===== src/rtl/note_hit_judge_pkg.sv =====
// Shared types and constants for the guitar lane hit judge: judgement codes,
// judge FSM states, point values and a saturating score adder.
package guitar_pkg;

  typedef enum logic [1:0] {
    JUDGE_NONE    = 2'd0,
    JUDGE_PERFECT = 2'd1,
    JUDGE_GOOD    = 2'd2,
    JUDGE_MISS    = 2'd3
  } judge_t;

  typedef enum logic [1:0] {
    ST_IDLE   = 2'd0,
    ST_ARMED  = 2'd1,
    ST_JUDGED = 2'd2
  } state_t;

  localparam logic [15:0] PTS_PERFECT = 16'd100;
  localparam logic [15:0] PTS_GOOD    = 16'd50;
  localparam logic [7:0]  COMBO_BONUS = 8'd10;

  function automatic logic [15:0] sat_add16(input logic [15:0] a, input logic [15:0] b);
    logic [16:0] sum;
    sum = {1'b0, a} + {1'b0, b};
    return sum[16] ? 16'hFFFF : sum[15:0];
  endfunction

endpackage


===== src/rtl/note_hit_judge_if.sv =====
// Lane bundle between the note renderer/key input (master) and the hit judge (slave).
import guitar_pkg::*;

interface note_hit_judge_if;
  logic        note_active;
  logic [9:0]  note_y_pos;
  logic        key_press;
  logic        hit_pulse;
  logic        miss_pulse;
  judge_t      judge;
  logic [15:0] score;
  logic [7:0]  combo;

  modport master (
    output note_active, note_y_pos, key_press,
    input  hit_pulse, miss_pulse, judge, score, combo
  );

  modport slave (
    input  note_active, note_y_pos, key_press,
    output hit_pulse, miss_pulse, judge, score, combo
  );
endinterface


===== src/rtl/key_sync_edge.sv =====
// Two-flop synchronizer for an asynchronous key level followed by a rising-edge
// detector; one instance per lane.
module key_sync_edge (
  input  logic Clk,
  input  logic Reset_n,
  input  logic i_async,
  output logic o_rise
);

  logic r_sync1;
  logic r_sync2;
  logic r_prev;

  // NOTE: sequential state uses non-blocking assignments so every flop samples pre-edge values.
  always_ff @(posedge Clk or negedge Reset_n) begin
    if (!Reset_n) begin
      r_sync1 <= 1'b0;
      r_sync2 <= 1'b0;
      r_prev  <= 1'b0;
    end else begin
      r_sync1 <= i_async;
      r_sync2 <= r_sync1;
      r_prev  <= r_sync2;
    end
  end

  assign o_rise = r_sync2 & ~r_prev;

endmodule


===== src/rtl/note_hit_judge.sv =====
// Judges one lane: arms on a visible note, grades the first key edge by the
// note-center distance to the strum line, and tracks score and combo.
import guitar_pkg::*;

module note_hit_judge #(
  parameter logic [9:0] HIT_LINE_Y  = 10'd400,
  parameter logic [9:0] NOTE_SIZE   = 10'd40,
  parameter logic [9:0] WIN_PERFECT = 10'd8,
  parameter logic [9:0] WIN_GOOD    = 10'd24
) (
  input  logic             Clk,
  input  logic             Reset_n,
  note_hit_judge_if.slave  bus
);

  localparam logic [10:0] HALF_SIZE  = {2'b00, NOTE_SIZE[9:1]};
  localparam logic [10:0] LINE_Y     = {1'b0, HIT_LINE_Y};
  localparam logic [10:0] LATE_LIMIT = LINE_Y + {1'b0, WIN_GOOD};

  logic        w_key_rise;
  logic [10:0] w_center;
  logic [10:0] w_distance;
  logic        w_miss;
  logic        w_in_perfect;
  logic        w_in_good;
  logic [15:0] w_points;

  state_t      r_state,      w_state_nxt;
  judge_t      r_judge,      w_judge_nxt;
  logic [15:0] r_score,      w_score_nxt;
  logic [7:0]  r_combo,      w_combo_nxt;
  logic        r_hit_pulse,  w_hit_nxt;
  logic        r_miss_pulse, w_miss_nxt;

  key_sync_edge u_key_sync (
    .Clk     (Clk),
    .Reset_n (Reset_n),
    .i_async (bus.key_press),
    .o_rise  (w_key_rise)
  );

  // 11-bit arithmetic so a note near the bottom of the screen cannot wrap.
  assign w_center     = {1'b0, bus.note_y_pos} + HALF_SIZE;
  assign w_distance   = (w_center >= LINE_Y) ? (w_center - LINE_Y) : (LINE_Y - w_center);
  assign w_miss       = !bus.note_active || (w_center > LATE_LIMIT);
  assign w_in_perfect = (w_distance <= {1'b0, WIN_PERFECT});
  assign w_in_good    = (w_distance <= {1'b0, WIN_GOOD});
  assign w_points     = (r_combo >= COMBO_BONUS) ? ((w_in_perfect ? PTS_PERFECT : PTS_GOOD) << 1)
                                                 :  (w_in_perfect ? PTS_PERFECT : PTS_GOOD);

  always_ff @(posedge Clk or negedge Reset_n) begin
    if (!Reset_n) begin
      r_state      <= ST_IDLE;
      r_judge      <= JUDGE_NONE;
      r_score      <= '0;
      r_combo      <= '0;
      r_hit_pulse  <= 1'b0;
      r_miss_pulse <= 1'b0;
    end else begin
      r_state      <= w_state_nxt;
      r_judge      <= w_judge_nxt;
      r_score      <= w_score_nxt;
      r_combo      <= w_combo_nxt;
      r_hit_pulse  <= w_hit_nxt;
      r_miss_pulse <= w_miss_nxt;
    end
  end

  always_comb begin
    // NOTE: every output of this block gets a default first so no latch is inferred.
    w_state_nxt = r_state;
    w_judge_nxt = r_judge;
    w_score_nxt = r_score;
    w_combo_nxt = r_combo;
    w_hit_nxt   = 1'b0;
    w_miss_nxt  = 1'b0;

    unique case (r_state)
      ST_IDLE: begin
        if (bus.note_active) w_state_nxt = ST_ARMED;
      end
      ST_ARMED: begin
        // A miss outranks a simultaneous key edge; out-of-window edges are dropped silently.
        if (w_miss) begin
          w_judge_nxt = JUDGE_MISS;
          w_combo_nxt = '0;
          w_miss_nxt  = 1'b1;
          w_state_nxt = ST_JUDGED;
        end else if (w_key_rise && w_in_good) begin
          w_judge_nxt = w_in_perfect ? JUDGE_PERFECT : JUDGE_GOOD;
          w_score_nxt = sat_add16(r_score, w_points);
          w_combo_nxt = (r_combo == 8'hFF) ? r_combo : r_combo + 8'd1;
          w_hit_nxt   = 1'b1;
          w_state_nxt = ST_JUDGED;
        end
      end
      ST_JUDGED: begin
        if (!bus.note_active) w_state_nxt = ST_IDLE;
      end
      default: w_state_nxt = ST_IDLE;
    endcase
  end

  assign bus.hit_pulse  = r_hit_pulse;
  assign bus.miss_pulse = r_miss_pulse;
  assign bus.judge      = r_judge;
  assign bus.score      = r_score;
  assign bus.combo      = r_combo;

endmodule


===== src/flat_wrapper.sv =====
// flat-port wrapper written by rule: the top's interface ports become plain ports
module note_hit_judge_flat 
#(
  parameter logic [9:0] HIT_LINE_Y  = 10'd400,
  parameter logic [9:0] NOTE_SIZE   = 10'd40,
  parameter logic [9:0] WIN_PERFECT = 10'd8,
  parameter logic [9:0] WIN_GOOD    = 10'd24
)
  (Clk, Reset_n, bus_note_active, bus_note_y_pos, bus_key_press, bus_hit_pulse, bus_miss_pulse, bus_judge, bus_score, bus_combo);
  note_hit_judge_if bus_i ();
  input  logic Clk;
  input  logic Reset_n;
  input wire logic [$bits(bus_i.note_active)-1:0] bus_note_active;
  input wire logic [$bits(bus_i.note_y_pos)-1:0] bus_note_y_pos;
  input wire logic [$bits(bus_i.key_press)-1:0] bus_key_press;
  output wire logic [$bits(bus_i.hit_pulse)-1:0] bus_hit_pulse;
  output wire logic [$bits(bus_i.miss_pulse)-1:0] bus_miss_pulse;
  output wire logic [$bits(bus_i.judge)-1:0] bus_judge;
  output wire logic [$bits(bus_i.score)-1:0] bus_score;
  output wire logic [$bits(bus_i.combo)-1:0] bus_combo;
  assign bus_i.note_active = bus_note_active;
  assign bus_i.note_y_pos = bus_note_y_pos;
  assign bus_i.key_press = bus_key_press;
  assign bus_hit_pulse = bus_i.hit_pulse;
  assign bus_miss_pulse = bus_i.miss_pulse;
  assign bus_judge = bus_i.judge;
  assign bus_score = bus_i.score;
  assign bus_combo = bus_i.combo;
  note_hit_judge #(.HIT_LINE_Y(HIT_LINE_Y), .NOTE_SIZE(NOTE_SIZE), .WIN_PERFECT(WIN_PERFECT), .WIN_GOOD(WIN_GOOD)) u_core (.Clk(Clk), .Reset_n(Reset_n), .bus(bus_i));
endmodule

===== config.mk =====
export PLATFORM = sky130hd
export DESIGN_NAME = note_hit_judge_flat
export DESIGN_NICKNAME = d
export VERILOG_FILES = /design/src/rtl/note_hit_judge_pkg.sv /design/src/rtl/note_hit_judge_if.sv /design/src/rtl/key_sync_edge.sv /design/src/rtl/note_hit_judge.sv /design/src/flat_wrapper.sv
export SDC_FILE = /design/constraint.sdc
export NUM_CORES = 1
export LEC_CHECK = 0
export ABC_AREA = 1
export BUFFER_PORTS_ARGS = -buffer_cell sky130_fd_sc_hd__buf_2
export CELL_PAD_IN_SITES_DETAIL_PLACEMENT = 2
export CELL_PAD_IN_SITES_GLOBAL_PLACEMENT = 2
export CORE_MARGIN = 3
export CORE_UTILIZATION = 29
export DETAILED_ROUTE_END_ITERATION = 7
export PLACE_DENSITY = 0.81
export REMOVE_ABC_BUFFERS = 1
export SLEW_MARGIN = 20
export SYNTH_ARGS = -nofsm -noshare
export SYNTH_HDL_FRONTEND = slang
export SYNTH_SLANG_ARGS = --single-unit

===== constraint.sdc =====
create_clock -name Clk -period 2.7 [get_ports Clk]
set_input_delay 0.27 -clock Clk [delete_from_list [all_inputs] [get_ports Clk]]
set_output_delay 0.27 -clock Clk [all_outputs]
set_load 0.02 [all_outputs]

== After elaboration in Yosys (flattened, before gate mapping) ==
Cells that the tools add are included.
Storage, ports and cells
  bits in latches: 0
  memories kept: 0
  output and inout port bits: 28
  bits in writable memories: 0
  ROM bits: 0
  register bits: 33
Operators by class
  div/mod/pow operators: 0
  add/sub/neg operators: 5
  eq/ne operators: 7
  reductions and logical operators: 9
  multipliers: 0
  multiplexer cells: 20
  magnitude comparators: 5
  shift-type cells: 0
  bitwise operators: 3
Operator list (number)
  $mux 16: 2
  $mux 8: 3
  $add 16x16->17: 1
  $mux 2: 7
  $add 10x5->11 const B: 1
  $ge 11x9->1 const B: 1
  $gt 11x9->1 const B: 1
  $le 11x4->1 const B: 1
  $le 11x5->1 const B: 1
  $mux 11: 1
  $sub 11x9->11 const B: 1
  $sub 9x11->11 const A: 1
  $reduce_and 3->1: 3
  $add 8x1->8 const B: 1
  $eq 8x8->1 const B: 1
  $ge 8x4->1 const B: 1
  $mux 7: 1
  $pmux 2 s3: 1
  $mux 1: 5
  $ne 2x2->1 const B: 2
  $ne 3x1->1 const B: 1
  $eq 2x1->1 const B: 1
  $eq 2x2->1 const B: 1
  $logic_not 2->1: 1
  8 further kinds: 9

== Depth between registers and ports, before layout ==
  word-level depth: 8
  gate-level depth with buffers: 33

== By module ==
Synthesis repeated with hierarchy kept, for this count alone.
Unflattened totals
  cell total of the unflattened synthesis: 444
  area total of the unflattened synthesis: 2989.1 um2
By module, submodules not included
  note_hit_judge: area an instance 2904.0 um2, sequential area each 750.7 um2, times used 1, cells an instance 439
  key_sync_edge: area an instance 85.1 um2, sequential area each 75.1 um2, times used 1, cells an instance 5

== Worst setup path before layout ==
No wires, ideal clock.
  kind: input-to-reg
  from: input bus_note_y_pos[2]
  to: register u_core.r_score[13] (netlist: u_core.bus.score[13])
  path slack: -0.882 ns
  cell stages on the path: 29
  arrival: 3.517 ns
  path through: ha_1 > inv_2 > nand2_2 > nand2_4 > inv_1 > ha_1 > inv_1 > nand2_1 > nand2_1 > nand2_1 > nand2_1 > nand2_1 > a21oi_1 > nor2_2 > nand2_1 > inv_1 > ha_1 > inv_1 > fa_1 > nor2_1 > nor2_1 > o21ai_0 > inv_1 > o32ai_1 > xor2_1 > inv_1 > nand2_1 > nand2_1 > nand2_1
On the way
  cells in the longest elaborated chain, start to end: 8
  elaborated cells on any way between the ends: 16
  classes of those cells: add/sub: 4; order compare: 4; mux: 4; bitwise: 1; reduce/logical: 3
RTL lines
  start: declaration: RTL line flat_wrapper.sv:14  | input wire logic [$bits(bus_i.note_y_pos)-1:0] bus_note_y_pos;
  $add 10x5->11 (*): RTL line note_hit_judge.sv:43  | assign w_center = {1'b0, bus.note_y_pos} + HALF_SIZE;
  $sub 9x11->11 (tied with other cells): RTL line note_hit_judge.sv:44  | assign w_distance = (w_center >= LINE_Y) ? (w_center - LINE_Y) : (LINE_Y - w_center);
  $mux 11: RTL line note_hit_judge.sv:44
  $le 11x4->1: RTL line note_hit_judge.sv:46  | assign w_in_perfect = (w_distance <= {1'b0, WIN_PERFECT});
  $mux 7: RTL line note_hit_judge.sv:48, note_hit_judge.sv:49
  $mux 16: RTL line note_hit_judge.sv:48  | assign w_points = (r_combo >= COMBO_BONUS) ? ((w_in_perfect ? PTS_PERFECT : PTS_GOOD) << 1)
  $add 16x16->17: RTL line note_hit_judge_pkg.sv:24  | sum = {1'b0, a} + {1'b0, b};
  $mux 16: RTL line note_hit_judge_pkg.sv:25  | return sum[16] ? 16'hFFFF : sum[15:0];
  end signal: assignment: RTL line note_hit_judge.sv:62  | r_score <= w_score_nxt;
  end: declaration: RTL line note_hit_judge.sv:30  | logic [15:0] r_score, w_score_nxt;
Every way passes the cells marked *; elsewhere a longest branch is shown, timed or not.
A chain may end at the register's enable or synchronous reset.

== Final worst setup path ==
  from: input bus_note_y_pos[2]
  to: register u_core.r_score[7] (netlist: u_core.bus.score[7])
Same word-level chain as after synthesis.

==> flow_summary_export.csv <==
group,metric,value,unit
cts,clk_path_buf_depth,2,
routing,drt_drc_violations_left,0,
final_layout,nNetsFinal,612,
timing,setup_total_negative_slack,-14570,ps
setup_path,worstReg2RegEnd,"u_core.bus.score[11]",
setup_path,critical-path-max-stage-delay,290,ps
timing,unrepaired_setup_endpoints_after_global_routing,"yes",
floorplan,floorplan.die_area,11400,um^2
timing,finalMaxSlewViolations,0,
logic_synthesis,synth_xor_area_share,2.68,%
timing,timing.final.ws_setup,-1010,ps
timing,worst_hold_slack,39.6,ps
worst_hold_path,hold_class,"in2async",
timing,period_share,137,%
global_routing,global_route_wire_length_before_repair,27.9,mm
final_layout,antenna_cells_inserted,0,
placement,post-place-cells,671,
timing,hold_violations,0,
timing,max_slew_headroom_at_the_worst_pin,45.6,%
placement,post-dp-hpwl,9.18,mm
floorplan,effective_utilization_at_floorplan,29.9,%
global_routing,grt_antenna_before_repair,0,
timing,setup_violations,16,
setup_path,slowest_library_cell_on_the_worst_path,"sky130_fd_sc_hd__ha_4",
pwr,p_leak,2.63,nW
routing,via_per_inst,5.52,
setup_path,regToRegStartpoint,"u_core.bus.combo[0]",
cts,worst_skew_pair.late_latency,310,ps
cts,clk_root_buffer_cell,"sky130_fd_sc_hd__clkbuf_8",
logic_synthesis,multiplexer_share_of_the_synthesized_area,0,%
logic_synthesis,mean_instance_size_in_the_synthesized_netlist,6.81,um^2
setup_path,reg2reg_depth,19,
floorplan,num_rows,36,
setup_path,worst-setup-path-type,"in2reg",
floorplan,die_x,107,um
setup_path,cp-endpoint,"u_core.bus.score[7]",
pwr,p_total,2.10,mW
global_routing,grt_start_max_net_pins,34,
cts,htree_levels,2,
routing,wire_per_inst,28.8,um
logic_synthesis,number_of_cells_produced_by_synthesis,431,
setup_path,worstPathMaxFanout,8,
logic_synthesis,synth-compound-area-share,6.90,%
timing,timing_worst_slew_pin_value,817,ps
routing,tritonroute_pass_1_iters,4,
setup_path,worst-endpoint-arrival,3940,ps
cts,cts_inserted_buffers,5,
global_routing,track_usage,32.4,%
status,failed_checks,"negative setup slack",
pwr,power-per-cell-area,417,nW/um^2
logic_synthesis,ys.warnings.count,0,
logic_synthesis,yosys-top-cells-area,"sky130_fd_sc_hd__dfrtp_1 28%, sky130_fd_sc_hd__nand2_1 21%, sky130_fd_sc_hd__ha_1 6.8%, sky130_fd_sc_hd__nand3_1 6.3%, sky130_fd_sc_hd__inv_1 5.4%",
final_layout,final-instance-count-excl-fill,715,
timing,fmax,269,MHz
setup_path,critPathRequiredTime,2930,ps
logic_synthesis,synth.lib_cells_used.distinct,41,
final_layout,leading_cell_type_in_the_layout_fill_and_taps_excluded,"sky130_fd_sc_hd__nand2_1",
timing,post-route-min-period,3710,ps
cts,cts_tree,"done",
placement,gp_routability_congestion,0.903,
global_routing,grt_pass1_vias,4513,
cts,count_of_clock_tree_sinks,33,
logic_synthesis,synth_seq_area_share,28.1,%
placement,port-buffer-count,41,
flow_run,maxCapViolations,0,
logic_synthesis,simple_gate_area_share_of_the_yosys_netlist,47.0,%
setup_path,kind_of_capture_point_of_the_worst_setup_path,"register",
floorplan,die_h,107,um
logic_synthesis,syn_area,2940,um^2
logic_synthesis,post_synthesis_share_of_cell_area_spent_on_full_adders_half_adders_and_majority_gates,7.50,%
floorplan,core_area,9820,um^2
logic_synthesis,synth_top_family_by_area,"simple AND/OR/NAND/NOR gates",
routing,dr_total_vias,3946,
timing,finalClockSkew,14.4,ps
routing,count_of_routing_violations_after_the_opening_detailed_route_iteration,195,
routing,wirelength,20.6,mm
logic_synthesis,yosysTopAreaCellShare,28.1,%
final_layout,area_delta_synth_final,71.6,%
final_layout,post_route_cells_drive_above_1_share,54.5,%
floorplan,ioPinCount,42,
global_routing,grt-ovfl-total,0,
setup_path,reg2reg_slack,-610,ps
routing,ant_nets,0,
logic_synthesis,yosys_register_bits,33,
logic_synthesis,synth_largest_area_cell,"sky130_fd_sc_hd__dfrtp_1",
pwr,ir_worst_vdd,303,uV
setup_path,setup.worst_path.start,"bus_note_y_pos[2]",
final_layout,mostFrequentLayoutCells,"115 x sky130_fd_sc_hd__nand2_1, 85 x sky130_fd_sc_hd__buf_4, 39 x sky130_fd_sc_hd__buf_2",
cts,path_clk_slew,90,ps
setup_path,crit_path_start_kind,"input pin",
status,result_of_the_run,"complete, but fails checks",
-- critical path, delay by kind of cell --
family                     cells  cell delay, ps
AOI/OAI and AO/OA              5             770
adders and majority gates      4             810
and+or+nand+nor               15            1360
buffers and inverters          7             700
-- through the flow --
step | instance area, um^2 | worst slack (ps) | utilization [%]
floorplan | 2900 | -931 | -
global placement | 3830 | -1130 | 39.0
detailed placement | 3830 | -1500 | 39.0
CTS | 4710 | -530 | 48.0
global route | 5040 | -1090 | 51.3
finish | 5040 | -1010 | 51.3
-- worst min path at each step --
stage                              startpoint                   endpoint  slack (ps)  cells after the start
finish                                Reset_n       u_core.bus.hit_pulse          40                      1
global route                    bus_key_press  u_core.u_key_sync.r_sync1          70                      1
CTS                             bus_key_press  u_core.u_key_sync.r_sync1          80                      1
detailed placement  u_core.u_key_sync.r_sync1  u_core.u_key_sync.r_sync2         340                      0
global placement    u_core.u_key_sync.r_sync1  u_core.u_key_sync.r_sync2         330                      0
floorplan                             Reset_n        u_core.bus.combo[0]         -30                      0
-- metal layers --
| metal | share of wire, % | routed length [um] | track usage [%] | up-vias |
|---|---|---|---|---|
| met5 | 0 | 0 | 0 | - |
| met2 | 54 | 11100 | 61.6 | 150 |
| met3 | 3.7 | 763 | 4.09 | 82 |
| met1 | 36 | 7390 | 35.6 | 2023 |
| met4 | 6.5 | 1330 | 14.6 | 0 |
| li1 | - | - | - | 1691 |
-- final cells by class --
class                      instances  area [um^2]
fill                            1089         4780
multi-input combinational        343         2580
timing repair buffer             149         1150
sequential                        33          826
inverter                          49          205
tap                              133          166
clock buffer                       7         86.3
clock inverter                     1         30.0
-- cell families after synthesis --
kind of cell               Yosys count
adders and majority gates           17
AOI/OAI and AO/OA                   33
buffers and inverters               55
xor gates and xnor gates             9
and+or+nand+nor                    284
DFF                                 33
-- synthesized netlist by cell type, drive strengths merged --
cell type  number
or2             5
o211ai          1
o21a            1
nand3          43
buf             5
nand4          16
fa              1
and3            1
o21ai          13
xor2            5
inv            48
dfrtp          33
nor3b           1
nand2         177
clkinv          1
or4             1
o21bai          5
nor2           30
o32ai           1
nand3b          3
ha             16
a21oi          11
nor4            2
o22ai           1
clkbuf          1
xnor2           4
nor3            5
-- power by group --
part | switching (mW) | internal, mW
Sequential | 0.0617 | 0.546
Combinational | 0.609 | 0.356
Clock | 0.226 | 0.302
Total | 0.896 | 1.20
-- state kept, by name, indices dropped and copies added (netlist names) --
| signal | cells |
|---|---|
| u_core.bus.score | 16 |
| u_core.bus.combo | 8 |
| u_core.bus.judge | 2 |
| u_core.r_state | 2 |
| u_core.bus.hit_pulse | 1 |
| u_core.bus.miss_pulse | 1 |
| u_core.u_key_sync.r_prev | 1 |
| u_core.u_key_sync.r_sync1 | 1 |
| u_core.u_key_sync.r_sync2 | 1 |
-- repair_timing --
action,CTS,global route
resized for setup,135,68
pin swaps,61,42
hold buffers,0,0
endpoints found under the setup margin,16,29
setup buffers,28,18
gates cloned,0,1
(Power assumes the default switching activity.)
